**config.mk**
```make
export PLATFORM = sky130hd
export DESIGN_NAME = byte_serial_adder
export DESIGN_NICKNAME = d
export VERILOG_FILES = /design/src/rtl/byte_serial_pkg.sv /design/src/rtl/byte_serial_adder_slice.sv /design/src/rtl/byte_serial_adder.sv
export SDC_FILE = /design/constraint.sdc
export NUM_CORES = 1
export LEC_CHECK = 0
export BUFFER_PORTS_ARGS = -buffer_cell sky130_fd_sc_hd__buf_2
export CORE_MARGIN = 4
export CORE_UTILIZATION = 55
export CTS_CLUSTER_SIZE = 28
export DETAILED_ROUTE_END_ITERATION = 8
export GPL_ROUTABILITY_DRIVEN = 0
export PLACE_DENSITY = 0.9
export SLEW_MARGIN = 25
export SYNTH_ARGS = -nofsm -noshare
export SYNTH_HDL_FRONTEND = slang
export SYNTH_SLANG_ARGS = --single-unit
```
**constraint.sdc**
```tcl
create_clock -name clk -period 6 [get_ports clk]
set_clock_uncertainty 0.1 [all_clocks]
set_input_delay 0.3 -clock clk [delete_from_list [all_inputs] [get_ports clk]]
set_output_delay 0.3 -clock clk [all_outputs]
set_load 0.005 [all_outputs]
```
**src/rtl/byte_serial_pkg.sv**
```systemverilog
// Shared types and constants for the byte-serial multi-precision adder.
package byte_serial_pkg;

  localparam int unsigned BYTE_W = 8;

  typedef enum logic [1:0] {
    IDLE = 2'd0,
    ADD  = 2'd1,
    DONE = 2'd2
  } state_t;

  // Byte counter width; sized to hold NBYTES itself.
  function automatic int unsigned cnt_w(input int unsigned nbytes);
    return $clog2(nbytes + 1);
  endfunction

endpackage

```
**src/rtl/byte_serial_adder_slice.sv**
```systemverilog
// 8-bit ripple-carry slice: the only arithmetic in the byte-serial adder.
module add8_slice
  import byte_serial_pkg::*;
(
  input  logic [BYTE_W-1:0] a,
  input  logic [BYTE_W-1:0] b,
  input  logic              cin,
  output logic [BYTE_W-1:0] sum,
  output logic              cout
);

  always_comb begin
    {cout, sum} = {1'b0, a} + {1'b0, b} + (BYTE_W + 1)'(cin);
  end

endmodule

```
**src/rtl/byte_serial_adder.sv**
```systemverilog
// Multi-precision adder: NBYTES-byte operands summed one byte per clock through
// a single 8-bit slice, with valid/ready handshakes on both sides.
module byte_serial_adder
  import byte_serial_pkg::*;
#(
  parameter int unsigned NBYTES = 4
) (
  input  logic                     clk,
  input  logic                     rst,
  input  logic                     in_valid,
  output logic                     in_ready,
  input  logic [BYTE_W*NBYTES-1:0] a,
  input  logic [BYTE_W*NBYTES-1:0] b,
  input  logic                     cin,
  output logic                     out_valid,
  input  logic                     out_ready,
  output logic [BYTE_W*NBYTES-1:0] sum,
  output logic                     cout,
  output logic                     overflow
);

  localparam int unsigned W  = BYTE_W * NBYTES;
  localparam int unsigned CW = cnt_w(NBYTES);
  localparam logic [CW-1:0] LAST = CW'(NBYTES - 1);

  state_t              state;
  logic [W-1:0]        a_sh;
  logic [W-1:0]        b_sh;
  logic [W-1:0]        res;
  logic [W-1:0]        res_next;
  logic                carry;
  logic [CW-1:0]       cnt;
  logic                sa;
  logic                sb;
  logic [BYTE_W-1:0]   s8;
  logic                c8;

  add8_slice u_slice (
    .a    (a_sh[BYTE_W-1:0]),
    .b    (b_sh[BYTE_W-1:0]),
    .cin  (carry),
    .sum  (s8),
    .cout (c8)
  );

  // New byte enters at the MSB end; written as a wide shift so NBYTES=1 needs no special case.
  always_comb begin
    res_next = W'({s8, res} >> BYTE_W);
  end

  always_ff @(posedge clk) begin
    if (rst) begin
      state     <= IDLE;
      in_ready  <= 1'b1;
      out_valid <= 1'b0;
      sum       <= '0;
      cout      <= 1'b0;
      overflow  <= 1'b0;
      cnt       <= '0;
      carry     <= 1'b0;
      a_sh      <= '0;
      b_sh      <= '0;
      res       <= '0;
      sa        <= 1'b0;
      sb        <= 1'b0;
    end else begin
      case (state)
        IDLE: begin
          out_valid <= 1'b0;
          in_ready  <= 1'b1;
          if (in_valid) begin
            a_sh     <= a;
            b_sh     <= b;
            carry    <= cin;
            cnt      <= '0;
            sa       <= a[W-1];
            sb       <= b[W-1];
            in_ready <= 1'b0;
            state    <= ADD;
          end
        end
        ADD: begin
          a_sh  <= a_sh >> BYTE_W;
          b_sh  <= b_sh >> BYTE_W;
          carry <= c8;
          res   <= res_next;
          cnt   <= cnt + 1'b1;
          // Published separately from res so outputs hold through the next operation.
          if (cnt == LAST) begin
            sum       <= res_next;
            cout      <= c8;
            overflow  <= (sa == sb) && (s8[BYTE_W-1] != sa);
            out_valid <= 1'b1;
            state     <= DONE;
          end
        end
        DONE: begin
          if (out_ready) begin
            out_valid <= 1'b0;
            in_ready  <= 1'b1;
            state     <= IDLE;
          end
        end
        default: state <= IDLE;
      endcase
    end
  end

endmodule
```
### Word level (Yosys, flattened, before mapping)

Index checks and enable logic that the tools add are counted.

* output and inout bits: 36
* memory bits (writable): 0
* latch bits: 0
* register bits: 140
* memories: 0
* logic and storage cells: 53
* bits in read-only memories: 0

* bitwise operators: 0
* multiplexer cells: 18
* div/mod/pow operators: 0
* $lt $le $gt $ge: 0
* multiply operators: 0
* reduce and logical (&&, ||, !) cells: 11
* shift-type cells: 0
* equality and inequality tests: 8
* add/subtract/negate cells: 3

Operators with widths (number)
* 32-bit one-hot mux with 2 select lines: 2
* 32-bit two-way mux: 2
* 8-bit by 8-bit adder with 9-bit output: 1
* 9-bit by 1-bit adder with 9-bit output: 1
* 2-bit AND reduction: 4
* 2-bit two-way mux: 3
* 2-bit != test (second input constant): 3
* 2-bit one-hot mux with 3 select lines: 1
* 3-bit one-hot mux with 2 select lines: 1
* 3-bit AND reduction: 2
* 1-bit two-way mux: 5
* 1-bit one-hot mux with 2 select lines: 2
* 2-bit nonzero test: 2
* 3-bit by 1-bit adder with 3-bit output (second input constant): 1
* 3-bit by 2-bit equality test with 1-bit output (second input constant): 1
* 3-bit two-way mux: 1
* 1-bit one-hot mux with 3 select lines: 1
* 3-bit nonzero test: 1
* 2-bit by 1-bit equality test with 1-bit output (second input constant): 1
* 2-bit equality test (second input constant): 1
* 2-bit logical NOT: 1
* 1-bit equality test: 1
* 1-bit logical AND: 1
* 1-bit != test: 1

### Depth between registers and ports, before layout

Gate-level depths: netlist of run 1.

* depth in word-level cells: 4
* gate-level depth with buffers: 7
* mapped depth without buffers: 7

### By module

Synthesis of run 1 repeated with hierarchy kept, for this count alone.

* cells, all modules: 606
* area, all modules: 5539.1 µm²

By module, submodules not included
* byte_serial_adder: cells an instance 566, seq. area each 2642.5 µm², area an instance 5207.5 µm², times used 1
* add8_slice: cells an instance 40, seq. area each 0.0 µm², area an instance 331.6 µm², times used 1

### Least setup slack after synthesis of run 1

Ideal clock, no wire load.

* path type: register to register
* start: register a_sh[0]
* end: register res[30]
* path slack: 3.596 ns
* arrival time: 2.189 ns
* required time: 5.785 ns
* stages on the path, launching flop included: 8
* cell sequence: dfxtp_1 -> fa_1 -> fa_1 -> a21o_1 -> a311o_1 -> a21oi_1 -> xnor2_1 -> a31o_1

* longest elaborated chain between the ends: 2

RTL lines
* start: declaration: line byte_serial_adder.sv:27 `logic [W-1:0] a_sh;`
* start signal: assignment: line byte_serial_adder.sv:83 `a_sh <= a_sh >> BYTE_W;`
* 8-bit by 8-bit adder with 9-bit output: line byte_serial_adder_slice.sv:13 `{cout, sum} = {1'b0, a} + {1'b0, b} + (BYTE_W + 1)'(cin);`
* 9-bit by 1-bit adder with 9-bit output: line byte_serial_adder_slice.sv:13
* end signal: assignment: line byte_serial_adder.sv:86 `res <= res_next;`
* end: declaration: line byte_serial_adder.sv:29 `logic [W-1:0] res;`

No other way between the ends.
A chain may end at the register's enable or synchronous reset.

### Final worst setup path of run 1

* start: register state[0]
* end: register cout

* longest elaborated chain between the ends: 2

RTL lines
* start: declaration: line byte_serial_adder.sv:26 `state_t state;`
* start signal: assignment: line byte_serial_adder.sv:53 `state <= IDLE;`
* start signal: assignment: line byte_serial_adder.sv:79 `state <= ADD;`
* start signal: assignment: line byte_serial_adder.sv:94 `state <= DONE;`
* 2-bit by 1-bit equality test with 1-bit output: line byte_serial_adder.sv:67 `case (state)`
* 2-bit AND reduction (no source line)
* end signal: assignment: line byte_serial_adder.sv:57 `cout <= 1'b0;`
* end signal: assignment: line byte_serial_adder.sv:91 `cout <= c8;`
* end: declaration: line byte_serial_adder.sv:18 `output logic cout,`

No other way between the ends.

==> metrics.csv, run 1 <==
stage,metric,value,unit
sta,maxSlewViolCount,0,
placed_design,portBuffers,104,
finish,final_cell_mix,"nand2_1, dfxtp_1, buf_2",
finish,design_area,7060,um2
finish,drive_gt1_share,19.0,%
critical_path,path_max_fanout,77,
sta,fin_ws,3.28,ns
global_routing,grt_pass1_wl,26.1,mm
finish,diodes,0,
critical_path,path_class,flip-flop to flip-flop,
placed_design,dp_slack,2.94,ns
die,die_y,107,um
synth,async_flop_share,0,%
clock_network,clock-sinks,132,
global_routing,grt_antenna_before_repair,0,
synth,synth_edf_count,0,
min_path,min_to,state[1],
critical_path,regToRegStartpoint,state[0],
synth,syn_nets,738,
die,die_width,107,um
critical_path,r2r_cells,5,
clock_network,cts_tree,built,
clock_network,cts_buffers,17,
die,core_area,9370,um2
critical_path,endpoint_kind,flip-flop,
critical_path,rr_endpoint,cout,
sta,hold_violations,0,
routing,postRouteAntennaNets,0,
routing,drc_errors,0,
flow_run,cap_violations,0,
clock_network,clkLatencyLatePin,0.53,ns
synth,syn_avg_cell_area,8.14,um2
critical_path,worst_path_max_delay_cell,buf_4,
sta,fmax,368,MHz
placed_design,hpwl,8.46,mm
power_and_ir_drop,total_power,2.20,mW
sta,setup_tns,0,ns
synth,postSynthCellCount,658,
clock_network,root_buffer,clkbuf_8,
critical_path,critPathLaunchType,flip-flop,
min_path,hp-start,out_ready,
clock_network,path_clk_slew,0.06,ns
power_and_ir_drop,ir_worst_vdd,0.237,mV
die,rows,35,
sta,fin_crit,2.72,ns
finish,syn_to_final_growth,31.7,%
routing,wire_per_inst,17.2,um
global_routing,grt_usage,28.9,%
critical_path,reg2reg_slack,3.28,ns
synth,synth-seq-cells,132,
global_routing,grt_max_degree,98,
synth,syn_area,5360,um2
critical_path,crit_family,simple AND/OR/NAND/NOR gates,
critical_path,critical_path_buf_inv_count,1,
finish,final_cells,939,
sta,tightestPinTransition,0.896,ns
min_path,min_path_type,input port to flip-flop,
routing,drtIter0Drc,393,
synth,yosys_warnings,0,
critical_path,slowest_delay,0.62,ns
die,ios,105,
power_and_ir_drop,power_density,312,nW/um2
power_and_ir_drop,power.leakage,2.91,nW
routing,firstDrtPassIters,5,
routing,via_per_inst,5.80,
synth,synth_cell_types,42,
critical_path,crit_chain,nor2b_4 -> buf_4 -> nand2_2 -> a211oi_1 -> nor3_1,
placed_design,place_area,5850,um2
finish,nets,877,
sta,grt_setup_unrepaired,false,
routing,totalWireLength,16.1,mm
global_routing,grt-ovfl-total,0,
die,initial_core_util,57.2,%
run_status,status,"finished, final reports clean",
synth,synth_flop_cell,dfxtp_1,
synth,yosysSeqAreaShare,49.3,%
die,dieArea,11400,um2
min_path,holdPathStages,4,
global_routing,grt_pass1_vias,5495,
sta,slew_headroom,40.2,%
clock_network,h-tree-depth,4,
sta,setup_viol,0,
critical_path,crit_arrival,2.98,ns
sta,fin_crit_sh,45.3,%
critical_path,crit_required,6.26,ns
clock_network,cts_resized,0,
routing,num_vias,5445,
placed_design,dp_cells,843,
clock_network,clockBufferDepth,2,
finish,layout_commonest_cell,nand2_1,
[per-stage QoR]
stage	hold slack (ns)	utilization (%)
6_report	0.0100	75.3
5_1_grt	0.0379	75.3
4_1_cts	0.00220	75.2
3_5_place_dp	0.345	62.5
3_3_place_gp	0.340	62.5
2_1_floorplan	0.332	-
[layer usage]
layer | GRT usage, % | part of all wire, % | up-vias
met3 | 7.89 | 6.9 | 81
met2 | 51.6 | 52 | 290
met5 | 0 | 0 | -
met4 | 17.8 | 5.5 | 0
met1 | 29.8 | 36 | 2542
li1 | - | - | 2532
[state kept, by name, indices dropped and copies added (netlist names)]
register,cells
a_sh,32
b_sh,32
sum,32
res,24
cnt,3
state,2
carry,1
cout,1
in_ready,1
out_valid,1
overflow,1
sa,1
sb,1
[Yosys cell counts, types with 5 or more instances]
cell type | n | share of area [%]
a21oi_1 | 59 | 5.5
a22oi_1 | 16 | 2.2
a311oi_1 | 49 | 8.0
buf_2 | 6 | 0.56
clkbuf_1 | 39 | 2.7
dfxtp_1 | 132 | 49
ha_1 | 9 | 2.1
nand2_1 | 201 | 14
nand3_1 | 5 | 0.47
nor2_1 | 79 | 5.5
[worst register-to-register path, cell delays in order, from the launching register on]
cell      delay, ns
dfxtp_1        0.46
nor2b_4        0.20
buf_4          0.62
nand2_2        0.59
a211oi_1       0.47
nor3_1         0.11
[repair_timing]
item,CTS,global route
hold buffers,64,0
hold endpoints to repair,66,0
setup buffers,0,0
[worst max-delay path by stage]
stage,slack (ns),depth (start not counted),to,startpoint
floorplan,3.60,7,res[30],a_sh[0]
CTS,2.92,5,sum[30],state[0]
detailed placement,2.94,5,sum[30],state[0]
finish,3.28,5,cout,state[0]
global route,3.08,5,cout,state[0]
global placement,3.14,5,sum[30],state[0]
[cells by family after synthesis]
kind of cell	after synthesis	synth area share [%]
buffers and inverters	55	4.76
xor gates and xnor gates	4	0.654
adders and majority gates	11	2.85
DFF	132	49.3
and+or+nand+nor	304	22.4
AOI/OAI and AO/OA	152	20.0
[area by class of cell]
cell class	count	area (um2)
inverter	2	7.51
multi-input combinational	471	2490
clock buffer	18	428
timing repair buffer	173	1200
clock inverter	14	129
fill	613	2320
sequential	132	2640
tap	129	161
[power by group]
group | internal [mW] | switching [mW] | leakage (nW)
sequential | 0.925 | 0.0368 | 1.08
clock | 0.564 | 0.412 | 0.268
combinational | 0.111 | 0.151 | 1.57
total | 1.60 | 0.601 | 2.91
(Power assumes the default switching activity.)
==> run 2: changes to the inputs <==
--- a/config.mk
+++ b/config.mk
@@ -5,6 +5,7 @@
 export SDC_FILE = /design/constraint.sdc
 export NUM_CORES = 1
 export LEC_CHECK = 0
+export ABC_AREA = 1
 export BUFFER_PORTS_ARGS = -buffer_cell sky130_fd_sc_hd__buf_2
 export CORE_MARGIN = 4
 export CORE_UTILIZATION = 55
==> constraint.sdc (replaced) <==
create_clock -name clk -period 2.6 [get_ports clk]
set_clock_uncertainty 0.1 [all_clocks]
set_input_delay 0.13 -clock clk [delete_from_list [all_inputs] [get_ports clk]]
set_output_delay 0.13 -clock clk [all_outputs]
set_load 0.005 [all_outputs]
==> run 2 against run 1 <==
  * Wire length increased by 5.2%
  * Largest cell class unchanged
  * Synthesized cell count increased by 6.4%
  * Clock power increased by 130%
  * Via count increased by 5.7%
  * Sequential cell count unchanged
==> metrics.csv, run 2 <==
stage,metric,value,unit,change
die,initial_core_util,57.1,%,-0.11 points
finish,layout_commonest_cell,nand2_1,,
synth,synth_mux_area_share,0,%,unchanged
global_routing,grt_pass1_vias,5722,,+4.1%
clock_network,clock-sinks,132,,unchanged
critical_path,crit_required,2.92,ns,-3.34 ns
synth,synth_cell_types,30,,-29%
clock_network,cts_buffers,17,,unchanged
synth,synth_flop_cell,dfxtp_1,,
placed_design,portBuffers,104,,unchanged
sta,fmax,425,MHz,+15%
sta,fin_crit_sh,90.6,%,+45 points
synth,synth_xor_area_share,0.494,%,-0.16 points
finish,drive_gt1_share,17.9,%,-1.1 points
routing,num_vias,5753,,+5.7%
global_routing,grt_usage,31.1,%,+2.2 points
finish,syn_to_final_growth,33.0,%,
routing,drc_errors,0,,unchanged
sta,setup_viol,0,,unchanged
synth,yosys.area.top_type,dfxtp_1,,
synth,synth_edf_count,0,,unchanged
clock_network,cts_tree,built,,
finish,nets,929,,+5.9%
routing,postRouteAntennaNets,0,,unchanged
critical_path,reg2reg_slack,0.25,ns,-3.04 ns
synth,synth.area.top_cells,"dfxtp_1, nand2_1, a21oi_1",,
synth,synth_fa_ha_area_share,2.87,%,+0.019 points
critical_path,crit_family,adder cells,,
clock_network,root_buffer,clkbuf_8,,
die,rows,35,,unchanged
finish,nFillCells,594,,-3.1%
die,die_y,106,um,-0.30%
critical_path,crit_chain,fa_1 -> fa_1 -> nand2_1 -> inv_1 -> nand2_1 -> nand2_1 -> a21oi_1 -> or2_2 -> nand3_1 -> nand2_1 -> inv_1,,
synth,syn_nets,780,,+5.7%
finish,final_cells,992,,+5.6%
global_routing,grt_busiest_layer,met2,,
synth,synthTopCellsByCount,"nand2_1, dfxtp_1, a21oi_1",,
sta,maxSlewViolCount,0,,unchanged
global_routing,grt_max_degree,77,,-21%
synth,async_flop_share,0,%,unchanged
critical_path,critical_path_buf_inv_count,2,,+1
synth,syn_avg_cell_area,7.60,um2,-6.6%
clock_network,h-tree-depth,4,,unchanged
sta,slew_headroom,48.6,%,+8.3 points
synth,synthSimpleGateAreaFrac,21.2,%,-1.3 points
synth,yosys_warnings,0,,unchanged
sta,tightestPinTransition,0.772,ns,-0.125 ns
routing,firstDrtPassIters,7,,+2
flow_run,cap_violations,0,,unchanged
critical_path,critPathLaunchType,flip-flop,,
clock_network,clockBufferDepth,2,,unchanged
global_routing,grtUsageMet1,36.2,%,+6.4 points
synth,synth-seq-cells,132,,unchanged
synth,synthMostInstantiatedCell,nand2_1,,
routing,drtIter0Drc,704,,+79%
finish,final_cell_mix,"nand2_1, dfxtp_1, buf_2",,
synth,syn_area,5320,um2,-0.65%
critical_path,path_common_cell,nand2_1,,
sta,grt_setup_unrepaired,false,,
synth,yosysSeqAreaShare,49.6,%,+0.32 points
clock_network,clkLatencyLatePin,0.52,ns,about the same
global_routing,grt_pass1_wl,28.0,mm,+7.1%
critical_path,slowest_delay,0.47,ns,-0.15 ns
sta,fin_crit,2.35,ns,-0.361 ns
die,core_area,9330,um2,-0.47%
finish,seqCellArea,2640,um2,unchanged
synth,postSynthCellCount,700,,+6.4%
power_and_ir_drop,power.leakage,3.11,nW,+6.7%
run_status,status,"finished, final reports clean",,
synth,synth_top_family_by_area,simple AND/OR/NAND/NOR gates,,
routing,via_per_inst,5.80,,about the same
clock_network,path_clk_slew,0.07,ns,about the same
routing,wire_per_inst,17.1,um,-0.46%
sta,setup_tns,0,ns,unchanged
global_routing,grt_antenna_before_repair,0,,unchanged
critical_path,path_max_fanout,3,,-96%
global_routing,gr-usage-met2,51.8,%,+0.15 points
placed_design,hpwl,8.46,mm,about the same
die,ios,105,,unchanged
critical_path,worst_path_max_delay_cell,fa_1,,
sta,worst_hold_slack,0.0945,ns,+0.0845 ns
critical_path,path_class,flip-flop to flip-flop,,
routing,totalWireLength,17.0,mm,+5.2%
power_and_ir_drop,power_density,729,nW/um2,+130%
finish,multiInputGateArea,2350,um2,-5.5%
critical_path,crit_arrival,2.67,ns,-0.31 ns
finish,largestRegisters,"a_sh (32), b_sh (32), sum (32)",,
critical_path,endpoint_kind,flip-flop,,
power_and_ir_drop,ir_worst_vdd,0.405,mV,+71%
die,dieArea,11300,um2,-0.60%
synth,synth_compound_area_share,19.6,%,-0.34 points
global_routing,gr-usage-met3,7.59,%,-0.30 points
die,die_width,106,um,-0.30%
global_routing,grt-ovfl-total,0,,unchanged
synth,synth_top_cell_area_share,49.6,%,+0.32 points
power_and_ir_drop,total_power,5.16,mW,+130%
min_path,min_path_type,input port to flip-flop,,
placed_design,dp_cells,891,,+5.7%
sta,hold_violations,0,,unchanged
-- run 2: cell types whose count changed after synthesis, sizes merged, moves of 21 or more --
cell    change
a311oi     -50
o21ai      +59
inv        +27
nor2       -49
clkbuf     -26
buf        +21
a31oi      +48
nand2      +37
-- run 2: final timing paths --
kind              startpoint  endpoint  depth (start not counted)
setup reg to reg     a_sh[0]   res[30]                         11
setup / recovery     a_sh[0]   res[30]                         11
hold reg to reg       sum[9]    sum[9]                          2
hold / removal           rst  in_ready                          4
-- run 2: kinds of logic (layout without fill, tap and decap cells) --
| group | Yosys count | after routing |
|---|---|---|
| AND/OR/NAND/NOR | 285 | 285 |
| AO/OA/AOI/OAI | 192 | 192 |
| flip-flops | 132 | 132 |
| buffers and inverters | 77 | 239 |
| adder cells (fa/ha/maj) | 11 | 11 |
| XOR/XNOR | 3 | 3 |
| other | 0 | 1 |
-- run 2: timing repair --
action	4_1_cts	5_1_grt
hold buffers	68	0
buffers inserted	0	0
hold endpoints to repair	70	0
resized for setup	0	0
-- run 2: report_power, final --
group | switching [mW] | internal, mW | total, mW | leakage (nW)
sequential | 0.0938 | 2.15 | 2.24 | 1.08
combinational | 0.404 | 0.266 | 0.670 | 1.77
clock | 1.03 | 1.22 | 2.25 | 0.260
-- run 2: layer usage --
metal	part of all wire, %	up-vias
li1	-	2618
met1	37	2620
met2	48	401
met3	9.0	114
met4	6.0	0
met5	0	-
-- run 2: area by class of cell --
class                           count  share of cell area (%)
Sequential cell                   132                    37.3
Multi-Input combinational cell    491                    33.2
Timing Repair Buffer              178                    17.8
Clock buffer                       17                    5.85
Tap cell                          129                    2.28
Clock inverter                     15                    1.93
Inverter                           29                    1.57
Antenna cell                        1                  0.0354
-- run 2: worst register-to-register path, cell delays in order (launching register included) --
cell and delay (ns):
dfxtp_1 0.34, fa_1 0.47, fa_1 0.42, nand2_1 0.09, inv_1 0.06, nand2_1 0.08, nand2_1 0.12, a21oi_1 0.22
or2_2 0.16, nand3_1 0.06, nand2_1 0.09, inv_1 0.04
-- run 2: metrics by stage --
stage               setup slack (ns)  utilization [%]  instance area, um2
floorplan                      0.612                -                5320
global placement               0.524             62.6                5840
detailed placement             0.371             62.6                5840
CTS                            0.340             75.8                7070
global route                   0.127             75.8                7070
finish                         0.245             75.9                7080
==> run 3: changes to the inputs <==
--- a/config.mk
+++ b/config.mk
@@ -7,12 +7,15 @@
 export LEC_CHECK = 0
 export ABC_AREA = 1
 export BUFFER_PORTS_ARGS = -buffer_cell sky130_fd_sc_hd__buf_2
+export CELL_PAD_IN_SITES_DETAIL_PLACEMENT = 0
+export CELL_PAD_IN_SITES_GLOBAL_PLACEMENT = 1
 export CORE_MARGIN = 4
-export CORE_UTILIZATION = 55
+export CORE_UTILIZATION = 39
+export CTS_BUF_LIST = sky130_fd_sc_hd__clkbuf_16
 export CTS_CLUSTER_SIZE = 28
 export DETAILED_ROUTE_END_ITERATION = 8
 export GPL_ROUTABILITY_DRIVEN = 0
-export PLACE_DENSITY = 0.9
+export PLACE_DENSITY = 0.88
 export SLEW_MARGIN = 25
 export SYNTH_ARGS = -nofsm -noshare
 export SYNTH_HDL_FRONTEND = slang
==> run 3 against run 2 <==
  * Fmax increased by 8.5%
  * Non-clock buffer count decreased by 1
  * Global-route usage decreased by 13 points
  * Via count shrank 13%
  * Critical endpoint unchanged
  * Largest cell class unchanged
  * Largest power group unchanged
==> metrics.csv, run 3 (synthesis gave the netlist of run 2 again) <==
stage,metric,value,unit,change
die,die_width,125,um,+17%
global_routing,grt_antenna_before_repair,0,,unchanged
critical_path,slowest_delay,0.48,ns,about the same
finish,layout_commonest_cell,nand2_1,,
finish,seqCellArea,2640,um2,unchanged
clock_network,h-tree-depth,4,,unchanged
finish,multiInputGateArea,2350,um2,unchanged
die,core_area,13300,um2,+43%
clock_network,clockBufferDepth,2,,unchanged
placed_design,dp_slack,0.455,ns,+0.0839 ns
clock_network,path_clk_slew,0.06,ns,about the same
global_routing,grt_max_degree,77,,unchanged
finish,nFillCells,1267,,+110%
critical_path,crit_required,2.81,ns,-0.11 ns
finish,largestRegisters,"a_sh (32), b_sh (32), sum (32)",,
routing,firstDrtPassIters,5,,-2
sta,slew_headroom,48.1,%,-0.43 points
routing,via_per_inst,4.83,,-17%
routing,drtIter0Drc,360,,-49%
critical_path,worst_path_max_delay_cell,fa_1,,
die,initial_core_util,40.0,%,-17 points
routing,num_vias,5006,,-13%
critical_path,path_max_fanout,3,,unchanged
flow_run,cap_violations,0,,unchanged
min_path,holdPathStages,4,,unchanged
sta,grt_setup_unrepaired,false,,
die,rows,42,,+20%
clock_network,clock-sinks,132,,unchanged
sta,tightestPinTransition,0.778,ns,+0.00651 ns
finish,fin_util,54.0,%,-22 points
routing,wire_per_inst,13.6,um,-20%
finish,final_cell_mix,"nand2_1, dfxtp_1, buf_2",,
sta,setup_tns,0,ns,unchanged
placed_design,portBuffers,104,,unchanged
finish,diodes,0,,-1
power_and_ir_drop,power.leakage,3.15,nW,+1.3%
power_and_ir_drop,power_density,736,nW/um2,+0.85%
global_routing,grt_pass1_wl,23.2,mm,-17%
sta,setup_viol,0,,unchanged
sta,hold_violations,0,,unchanged
sta,fin_ws,0.431,ns,+0.185 ns
global_routing,grt-ovfl-total,0,,unchanged
die,die_y,125,um,+17%
critical_path,crit_chain,fa_1 -> fa_1 -> nand2_1 -> inv_1 -> nand2_1 -> nand2_1 -> a21oi_1 -> or2_2 -> nand3_1 -> nand2_1 -> inv_1,,
power_and_ir_drop,ir_worst_vdd,0.707,mV,+75%
critical_path,path_common_cell,nand2_1,,
die,dieArea,15600,um2,+38%
sta,fin_crit_sh,83.4,%,-7.1 points
min_path,min_path_type,input port to flip-flop,,
critical_path,crit_arrival,2.38,ns,-0.29 ns
clock_network,root_buffer,clkbuf_16,,
clock_network,clkLatencyLatePin,0.42,ns,-0.10 ns
finish,drive_gt1_share,17.3,%,-0.56 points
global_routing,grt_usage,18.1,%,-13 points
critical_path,cp_num_cells,11,,unchanged
critical_path,crit_family,adder cells,,
placed_design,hpwl,8.58,mm,+1.4%
routing,postRouteAntennaNets,0,,unchanged
routing,totalWireLength,14.1,mm,-17%
critical_path,critPathLaunchType,flip-flop,,
critical_path,path_class,flip-flop to flip-flop,,
routing,drc_errors,0,,unchanged
clock_network,cts_buffers,17,,unchanged
finish,syn_to_final_growth,34.9,%,
critical_path,r2r_cells,11,,unchanged
clock_network,post-cts-setup-buffers,0,,unchanged
critical_path,critical_path_buf_inv_count,2,,unchanged
sta,maxSlewViolCount,0,,unchanged
die,ios,105,,unchanged
sta,fmax,461,MHz,+8.5%
sta,fin_crit,2.17,ns,-0.185 ns
global_routing,grt_pass1_vias,4792,,-16%
critical_path,endpoint_kind,flip-flop,,
finish,nets,928,,-0.11%
run_status,status,"finished, final reports clean",,
clock_network,cts_tree,built,,
## run 3: changes by cell type in the layout (fill, tap and decap cells not counted), moves of 2 or more
cell	before	now
clkinvlp_4	4	0
bufinv_16	0	4
clkinv_2	0	4
inv_8	4	0
inv_6	6	0
dlygate4sd3_1	68	66
clkinv_1	0	4
inv_1	23	25
## run 3: final cells by class
class / count / share of cell area, %
inverters: 29 / 1.55
repair buffers: 177 / 17.5
clock buffers: 17 / 5.93
flip-flops and latches: 132 / 36.8
multi-input cells: 491 / 32.7
well taps: 176 / 3.07
clock inverters: 15 / 2.39
## run 3: where the power goes
| part | switching, mW | internal, mW | total [mW] | leakage, nW |
|---|---|---|---|---|
| logic | 0.362 | 0.266 | 0.629 | 1.77 |
| clock network | 0.851 | 1.57 | 2.43 | 0.303 |
| registers | 0.0768 | 2.15 | 2.23 | 1.08 |
## run 3: tightest hold or removal path, delay by kind of cell
family                 cells  cell delay (ns)
and+or+nand+nor            2             0.19
AOI/OAI and AO/OA          1             0.11
buffers and inverters      1             0.10
## run 3: per-stage QoR
stage | instance area (um2) | power, mW | hold slack, ns | instances
2_1_floorplan | 5320 | 2.65 | 0.178 | 700
3_3_place_gp | 5920 | 2.81 | 0.287 | 939
3_5_place_dp | 5920 | 2.82 | 0.290 | 939
4_1_cts | 7180 | 5.31 | 0.0424 | 1037
5_1_grt | 7180 | 5.50 | 0.0873 | 1037
6_report | 7180 | 5.28 | 0.0442 | 1037
## run 3: what timing repair did
action,4_1_cts,5_1_grt
hold endpoints to repair,68,0
hold buffers,66,0
gates resized for setup,0,0
## run 3: worst paths after layout
path,start,to,slack [ns]
max,a_sh[0],res[30],0.43
min,in_valid,in_ready,0.04
max reg2reg,a_sh[0],res[30],0.43
min reg2reg,sum[19],sum[19],0.36
## run 3: metal layers
metal	part of all wire [%]	track usage, %	routed length, um	vias up
li1	-	-	-	2620
met3	5.1	4.72	715	13
met1	46	23.4	6500	2260
met4	1.0	6.38	146	0
met2	48	29.2	6740	113
met5	0	0	0	-
